`config.mk`:
```
export PLATFORM = sky130hd
export DESIGN_NAME = bti_copy_engine_flat
export DESIGN_NICKNAME = d
export VERILOG_FILES = /design/src/rtl/bti_pkg.sv /design/src/rtl/bti_if.sv /design/src/rtl/bti_copy_engine.sv /design/src/flat_wrapper.sv
export SDC_FILE = /design/constraint.sdc
export NUM_CORES = 1
export LEC_CHECK = 0
export CORE_ASPECT_RATIO = 1.2
export CORE_MARGIN = 3
export CORE_UTILIZATION = 35
export DETAILED_ROUTE_END_ITERATION = 8
export GPL_TIMING_DRIVEN = 0
export RECOVER_POWER = 100
export SLEW_MARGIN = 20
export SYNTH_ARGS = -nofsm -noshare
export SYNTH_HDL_FRONTEND = slang
export SYNTH_SLANG_ARGS = --single-unit
```
`constraint.sdc`:
```
create_clock -name clk -period 2.9 [get_ports clk]
set_input_delay 0.725 -clock clk [delete_from_list [all_inputs] [get_ports clk]]
set_output_delay 0.725 -clock clk [all_outputs]
set_load 0.005 [all_outputs]
```
`src/rtl/bti_pkg.sv`:
```
// BTI command encoding and the copy-engine FSM state type.
package bti_pkg;
    localparam logic BTI_CMD_RD = 1'b0;
    localparam logic BTI_CMD_WR = 1'b1;

    typedef enum logic [2:0] {
        ST_IDLE,
        ST_RD_REQ,
        ST_RD_RSP,
        ST_WR_REQ,
        ST_WR_RSP,
        ST_DONE
    } copy_state_t;
endpackage

```
`src/rtl/bti_if.sv`:
```
// BTI request and response channels; both use vld/rdy handshakes.
interface bti_req_if_t #(
    parameter int AW = 32,
    parameter int DW = 32
);
    logic            vld;
    logic            rdy;
    logic [AW-1:0]   addr;
    logic            cmd;
    logic [DW-1:0]   data;
    logic [DW/8-1:0] strb;

    modport mst (output vld, addr, cmd, data, strb, input rdy);
    modport slv (input vld, addr, cmd, data, strb, output rdy);
endinterface

interface bti_rsp_if_t #(
    parameter int DW = 32
);
    logic          vld;
    logic          rdy;
    logic [DW-1:0] data;

    modport mst (output vld, data, input rdy);
    modport slv (input vld, data, output rdy);
endinterface

```
`src/rtl/bti_copy_engine.sv`:
```
// Word-by-word BTI block copy, one transaction outstanding; 4 cycles/word with a 1-cycle slave.
// Stalls on req rdy or rsp vld simply hold the current state; request fields never change mid-stall.
module bti_copy_engine
    import bti_pkg::*;
#(
    parameter int BTI_AW = 32,
    parameter int BTI_DW = 32,
    parameter int LEN_W  = 16
) (
    input  logic              clk,
    input  logic              rst_n,
    input  logic              start,
    input  logic [BTI_AW-1:0] src_addr,
    input  logic [BTI_AW-1:0] dst_addr,
    input  logic [LEN_W-1:0]  len,
    output logic              busy,
    output logic              done,
    bti_req_if_t.mst          bti_req_mst,
    bti_rsp_if_t.slv          bti_rsp_slv
);
    localparam int                WORD_BYTES = BTI_DW / 8;
    localparam logic [BTI_AW-1:0] ADDR_MASK  = ~BTI_AW'(WORD_BYTES - 1);
    localparam logic [BTI_AW-1:0] ADDR_STEP  = BTI_AW'(WORD_BYTES);

    copy_state_t       state;
    copy_state_t       state_nxt;
    logic [BTI_AW-1:0] src_ptr;
    logic [BTI_AW-1:0] dst_ptr;
    logic [LEN_W-1:0]  remain;
    logic [BTI_DW-1:0] data_q;
    logic              req_hs;
    logic              rsp_hs;

    assign req_hs = bti_req_mst.vld && bti_req_mst.rdy;
    assign rsp_hs = bti_rsp_slv.vld && bti_rsp_slv.rdy;

    always_comb begin
        state_nxt        = state;
        busy             = (state != ST_IDLE);
        done             = (state == ST_DONE);
        bti_req_mst.vld  = 1'b0;
        bti_req_mst.cmd  = BTI_CMD_RD;
        bti_req_mst.addr = src_ptr;
        bti_req_mst.data = data_q;
        bti_req_mst.strb = '0;
        bti_rsp_slv.rdy  = 1'b0;
        unique case (state)
            ST_IDLE: begin
                if (start) state_nxt = (len == '0) ? ST_DONE : ST_RD_REQ;
            end
            ST_RD_REQ: begin
                bti_req_mst.vld = 1'b1;
                if (req_hs) state_nxt = ST_RD_RSP;
            end
            ST_RD_RSP: begin
                bti_rsp_slv.rdy = 1'b1;
                if (rsp_hs) state_nxt = ST_WR_REQ;
            end
            ST_WR_REQ: begin
                bti_req_mst.vld  = 1'b1;
                bti_req_mst.cmd  = BTI_CMD_WR;
                bti_req_mst.addr = dst_ptr;
                bti_req_mst.strb = '1;
                if (req_hs) state_nxt = ST_WR_RSP;
            end
            ST_WR_RSP: begin
                bti_rsp_slv.rdy = 1'b1;
                if (rsp_hs) state_nxt = (remain == LEN_W'(1)) ? ST_DONE : ST_RD_REQ;
            end
            ST_DONE: state_nxt = ST_IDLE;
            default: state_nxt = ST_IDLE;
        endcase
    end

    always_ff @(posedge clk or negedge rst_n) begin
        if (!rst_n) begin
            state   <= ST_IDLE;
            src_ptr <= '0;
            dst_ptr <= '0;
            remain  <= '0;
            data_q  <= '0;
        end else begin
            state <= state_nxt;
            if (state == ST_IDLE && start) begin
                src_ptr <= src_addr & ADDR_MASK;
                dst_ptr <= dst_addr & ADDR_MASK;
                remain  <= len;
            end
            if (state == ST_RD_RSP && rsp_hs) data_q <= bti_rsp_slv.data;
            // Pointers advance only once the write is acknowledged, so wrap is plain modular add.
            if (state == ST_WR_RSP && rsp_hs) begin
                src_ptr <= src_ptr + ADDR_STEP;
                dst_ptr <= dst_ptr + ADDR_STEP;
                remain  <= remain - LEN_W'(1);
            end
        end
    end

    rsp_only_when_expected: assert property (@(posedge clk) disable iff (!rst_n)
        bti_rsp_slv.vld |-> (state == ST_RD_RSP || state == ST_WR_RSP));
endmodule

```
`src/flat_wrapper.sv`:
```
// flat-port wrapper written by rule: the top's interface ports become plain ports
module bti_copy_engine_flat import bti_pkg::*;
#(
    parameter int BTI_AW = 32,
    parameter int BTI_DW = 32,
    parameter int LEN_W  = 16
)
  (clk, rst_n, start, src_addr, dst_addr, len, busy, done, bti_req_mst_vld, bti_req_mst_addr, bti_req_mst_cmd, bti_req_mst_data, bti_req_mst_strb, bti_req_mst_rdy, bti_rsp_slv_vld, bti_rsp_slv_data, bti_rsp_slv_rdy);
  bti_req_if_t #(.AW((32)), .DW((32))) bti_req_mst_i ();
  bti_rsp_if_t #(.DW((32))) bti_rsp_slv_i ();
  input  logic clk;
  input  logic rst_n;
  input  logic start;
  input  logic [BTI_AW-1:0] src_addr;
  input  logic [BTI_AW-1:0] dst_addr;
  input  logic [LEN_W-1:0] len;
  output logic busy;
  output logic done;
  output wire logic [$bits(bti_req_mst_i.vld)-1:0] bti_req_mst_vld;
  output wire logic [$bits(bti_req_mst_i.addr)-1:0] bti_req_mst_addr;
  output wire logic [$bits(bti_req_mst_i.cmd)-1:0] bti_req_mst_cmd;
  output wire logic [$bits(bti_req_mst_i.data)-1:0] bti_req_mst_data;
  output wire logic [$bits(bti_req_mst_i.strb)-1:0] bti_req_mst_strb;
  input wire logic [$bits(bti_req_mst_i.rdy)-1:0] bti_req_mst_rdy;
  input wire logic [$bits(bti_rsp_slv_i.vld)-1:0] bti_rsp_slv_vld;
  input wire logic [$bits(bti_rsp_slv_i.data)-1:0] bti_rsp_slv_data;
  output wire logic [$bits(bti_rsp_slv_i.rdy)-1:0] bti_rsp_slv_rdy;
  assign bti_req_mst_vld = bti_req_mst_i.vld;
  assign bti_req_mst_addr = bti_req_mst_i.addr;
  assign bti_req_mst_cmd = bti_req_mst_i.cmd;
  assign bti_req_mst_data = bti_req_mst_i.data;
  assign bti_req_mst_strb = bti_req_mst_i.strb;
  assign bti_req_mst_i.rdy = bti_req_mst_rdy;
  assign bti_rsp_slv_i.vld = bti_rsp_slv_vld;
  assign bti_rsp_slv_i.data = bti_rsp_slv_data;
  assign bti_rsp_slv_rdy = bti_rsp_slv_i.rdy;
  bti_copy_engine #(.BTI_AW(BTI_AW), .BTI_DW(BTI_DW), .LEN_W(LEN_W)) u_core (.clk(clk), .rst_n(rst_n), .start(start), .src_addr(src_addr), .dst_addr(dst_addr), .len(len), .busy(busy), .done(done), .bti_req_mst(bti_req_mst_i), .bti_rsp_slv(bti_rsp_slv_i));
endmodule
```
==> out/results.ini <==
[run_status]
status = finished, violations left
violations = max-capacitance violations, max-slew violations

[clock_tree]
clk_latency_ns = 0.36
cts_buffer_depth = 2
clk_pin_slew_worst_paths_ns = 0.07
cts.sinks = 111
cts_tree = yes
htreeDepth = 3
clockRootBuffer = clkbuf_16
cts_buffers = 9

[floorplan]
die_h_um = 152
chipWidth_um = 128
rows = 52
start_util_pct = 36.3
dieArea_mm2 = 0.0194
coreArea_mm2 = 0.0171
io_pins = 190

[global_route]
grt_pass1_vias = 6269
grt_start_max_net_pins = 72
antenna_found_initial = 0
grt.total_usage_pct = 23.1
grt_pass1_wl_um = 35300
overflow = 0

[worst_setup_path]
critPathLaunchType = flop
crit_path_frequent_cell = clkbuf_2
required_ns = 2.17
path_buf_inv = 4
endpoint_kind = output port
crit_fanout = 7
crit_type = reg2out
cpLargestDelayFamily = buffers and inverters
max_stage_delay_ns = 0.40
cpMaxStageDelayCell = dfrtp_1
path_cells = clkbuf_8, nor2b_4, nand2_8, clkbuf_2, clkbuf_2, mux2_2, dlygate4sd2_1
crit_arrival_ns = 2.12

[yosys]
syn-cell-area_mm2 = 0.00621
synthCells = 641
synth_top_area_share_pct = 44.7
ys_seq_elements = 111
yosysSeqAreaShare_pct = 44.7
synthArstFlopShare_pct = 100
synth_flop_cell = dfrtp_1
synth_edf_count = 0
synth_cell_type_count = 63
yosysTopAreaCell = dfrtp_1
yosysWarnings = 0
syn_area_per_cell_um2 = 9.68
ys_top_cells_by_area = dfrtp_1, mux2_2, nand2_1

[routing]
dr.pass1.iters = 8
routed-wl-met3_um = 2050
drc = 0
drt_iter0_drc = 483
top_layer_used = met4
wl_um = 23300
wl_met1_um = 9300
wl_met2_um = 11200
avgRoutedWirePerCell_um = 21.8
via_count = 6339
vias_per_cell = 5.93
drt.antenna.violating_nets = 0

[placed_design]
portBuffers = 183
preCtsSetupSlack_ns = -0.544
dp_hpwl_um = 16800
gp_congestion = 0.914
placed_area_mm2 = 0.00835

[hold_path]
hp-class = reg2reg

[layout]
drive_above_1_share_pct = 14.7
final_area_mm2 = 0.00884
fillers = 1537
n_antenna_cell = 0
final_cell_mix = clkdlybuf4s50_1, dfrtp_1, nand2_1
nNetsFinal = 969
areaGrowthSynthToFinish_pct = 42.4
final_common_cell = clkdlybuf4s50_1

[sta]
hold_viol = 0
worst_pin_slew_ns = 2.20
holdWs_ns = 0.503
setup_viol = 0
fin_skew_ns = 0.0107
finalCritPeriodShare_pct = 98.0
max-slew-margin-rel_pct = -46.8
timing.fmax_mhz = 352
rsz0062_at_grt = false
finalWorstSetupSlack_ns = 0.0582
period_needed_ns = 2.84
maxSlewViolCount = 41

[power_and_ir_drop]
p_leak_nw = 3.54
irDropWorstVdd_mv = 0.399
p_per_area_mw_per_mm2 = 998

[job]
maxCapViolations = 1

[power by group]
part           internal (mW)  total (mW)  switching [mW]
Sequential              2.31        3.09           0.783
Clock                  0.805        1.42           0.613
Combinational           2.32        4.31            2.00
Total                   5.43        8.82            3.39
[metal layers]
metal | up-vias | global-route usage (%)
met3 | 54 | 4.07
li1 | 2830 | -
met2 | 383 | 38.1
met1 | 3072 | 29.8
met4 | 0 | 9.81
met5 | - | 0
[cell families (layout without fill, tap and decap cells)]
| logic type | after synthesis | count (layout) | share of synthesized area, % |
|---|---|---|---|
| and+or+nand+nor | 260 | 260 | 21.9 |
| DFF | 111 | 111 | 44.7 |
| muxes | 64 | 64 | 11.5 |
| xor gates and xnor gates | 3 | 3 | 0.423 |
| adders and majority gates | 4 | 4 | 0.806 |
| AOI/OAI and AO/OA | 144 | 144 | 16.7 |
| other | 1 | 2 | 0.0604 |
| buffers and inverters | 54 | 265 | 3.95 |
[worst reg2reg max path, stage by stage (launching register included)]
cell	delay [ns]
dfrtp_1	0.40
clkbuf_8	0.14
buf_4	0.15
nor4b_1	0.27
clkbuf_1	0.45
nor2_1	0.25
clkbuf_1	0.38
o21ai_0	0.31
nand3_1	0.10
[synthesized netlist by cell type (all sizes together), types with 3 or more instances]
library cell  count
a211oi            7
nand4            21
and4              5
o211ai           21
and3              3
a22oi             4
nor4             13
nor2             48
clkbuf           21
a311oi            9
nand2            86
buf              22
o221a             5
nand3            40
nor3             19
dfrtp           111
and2              3
o21a              4
mux2             58
or4               5
ha                4
a221o             7
o311ai           12
a31oi             4
inv              11
or3               3
mux2i             6
a21oi            19
o22ai            11
o21ai            25
nor4b             3
[final cells by class]
type                    instances  area [um^2]  area share, %
plain buffers                  43          263           2.97
clock buffers                  11          253           2.86
clock inverters                 5         80.1          0.906
inverters                      11         41.3          0.467
multi-input cells             477         3230           36.5
flip-flops and latches        111         2780           31.4
well taps                     216          270           3.06
repair buffers                195         1930           21.8
[registers in the layout (all words and copies together) (netlist names)]
name and count:
u_core.bti_req_mst.data 32, u_core.dst_ptr 30, u_core.remain 16, u_core.src_ptr 30
u_core.state 3
[stage by stage]
| step | std cells | util (%) | setup TNS (ns) | total power [mW] |
|---|---|---|---|---|
| after floorplan | 642 | - | 0 | 5.13 |
| after global placement | 1041 | 48.6 | -388.59 | 7.25 |
| after detailed placement | 1042 | 48.8 | -15.36 | 7.38 |
| after CTS | 1067 | 51.9 | 0 | 9.06 |
| after global routing | 1069 | 51.7 | 0 | 9.35 |
| final | 1069 | 51.7 | 0 | 8.82 |
[final timing paths]
kind / startpoint / endpoint / slack (ns) / cells after the start
setup / recovery: u_core.state[0] / bti_req_mst_addr[25] / 0.06 / 7
hold / removal: u_core.bti_req_mst.data[19] / u_core.bti_req_mst.data[19] / 0.50 / 1
setup reg to reg: u_core.state[0] / u_core.src_ptr[15] / 0.35 / 8
hold reg to reg: u_core.bti_req_mst.data[19] / u_core.bti_req_mst.data[19] / 0.50 / 1
max in group asynchronous: rst_n / u_core.dst_ptr[17] / 0.44 / 1
min in group asynchronous: rst_n / u_core.remain[9] / 1.20 / 1
[timing repair]
action,4_1_cts,5_1_grt
buffers inserted,7,2
cloned,2,0
setup endpoints to repair,43,17
hold buffers,0,0
pin swaps,0,1
resized for setup,42,8
Power figures use the tool's default switching activity.
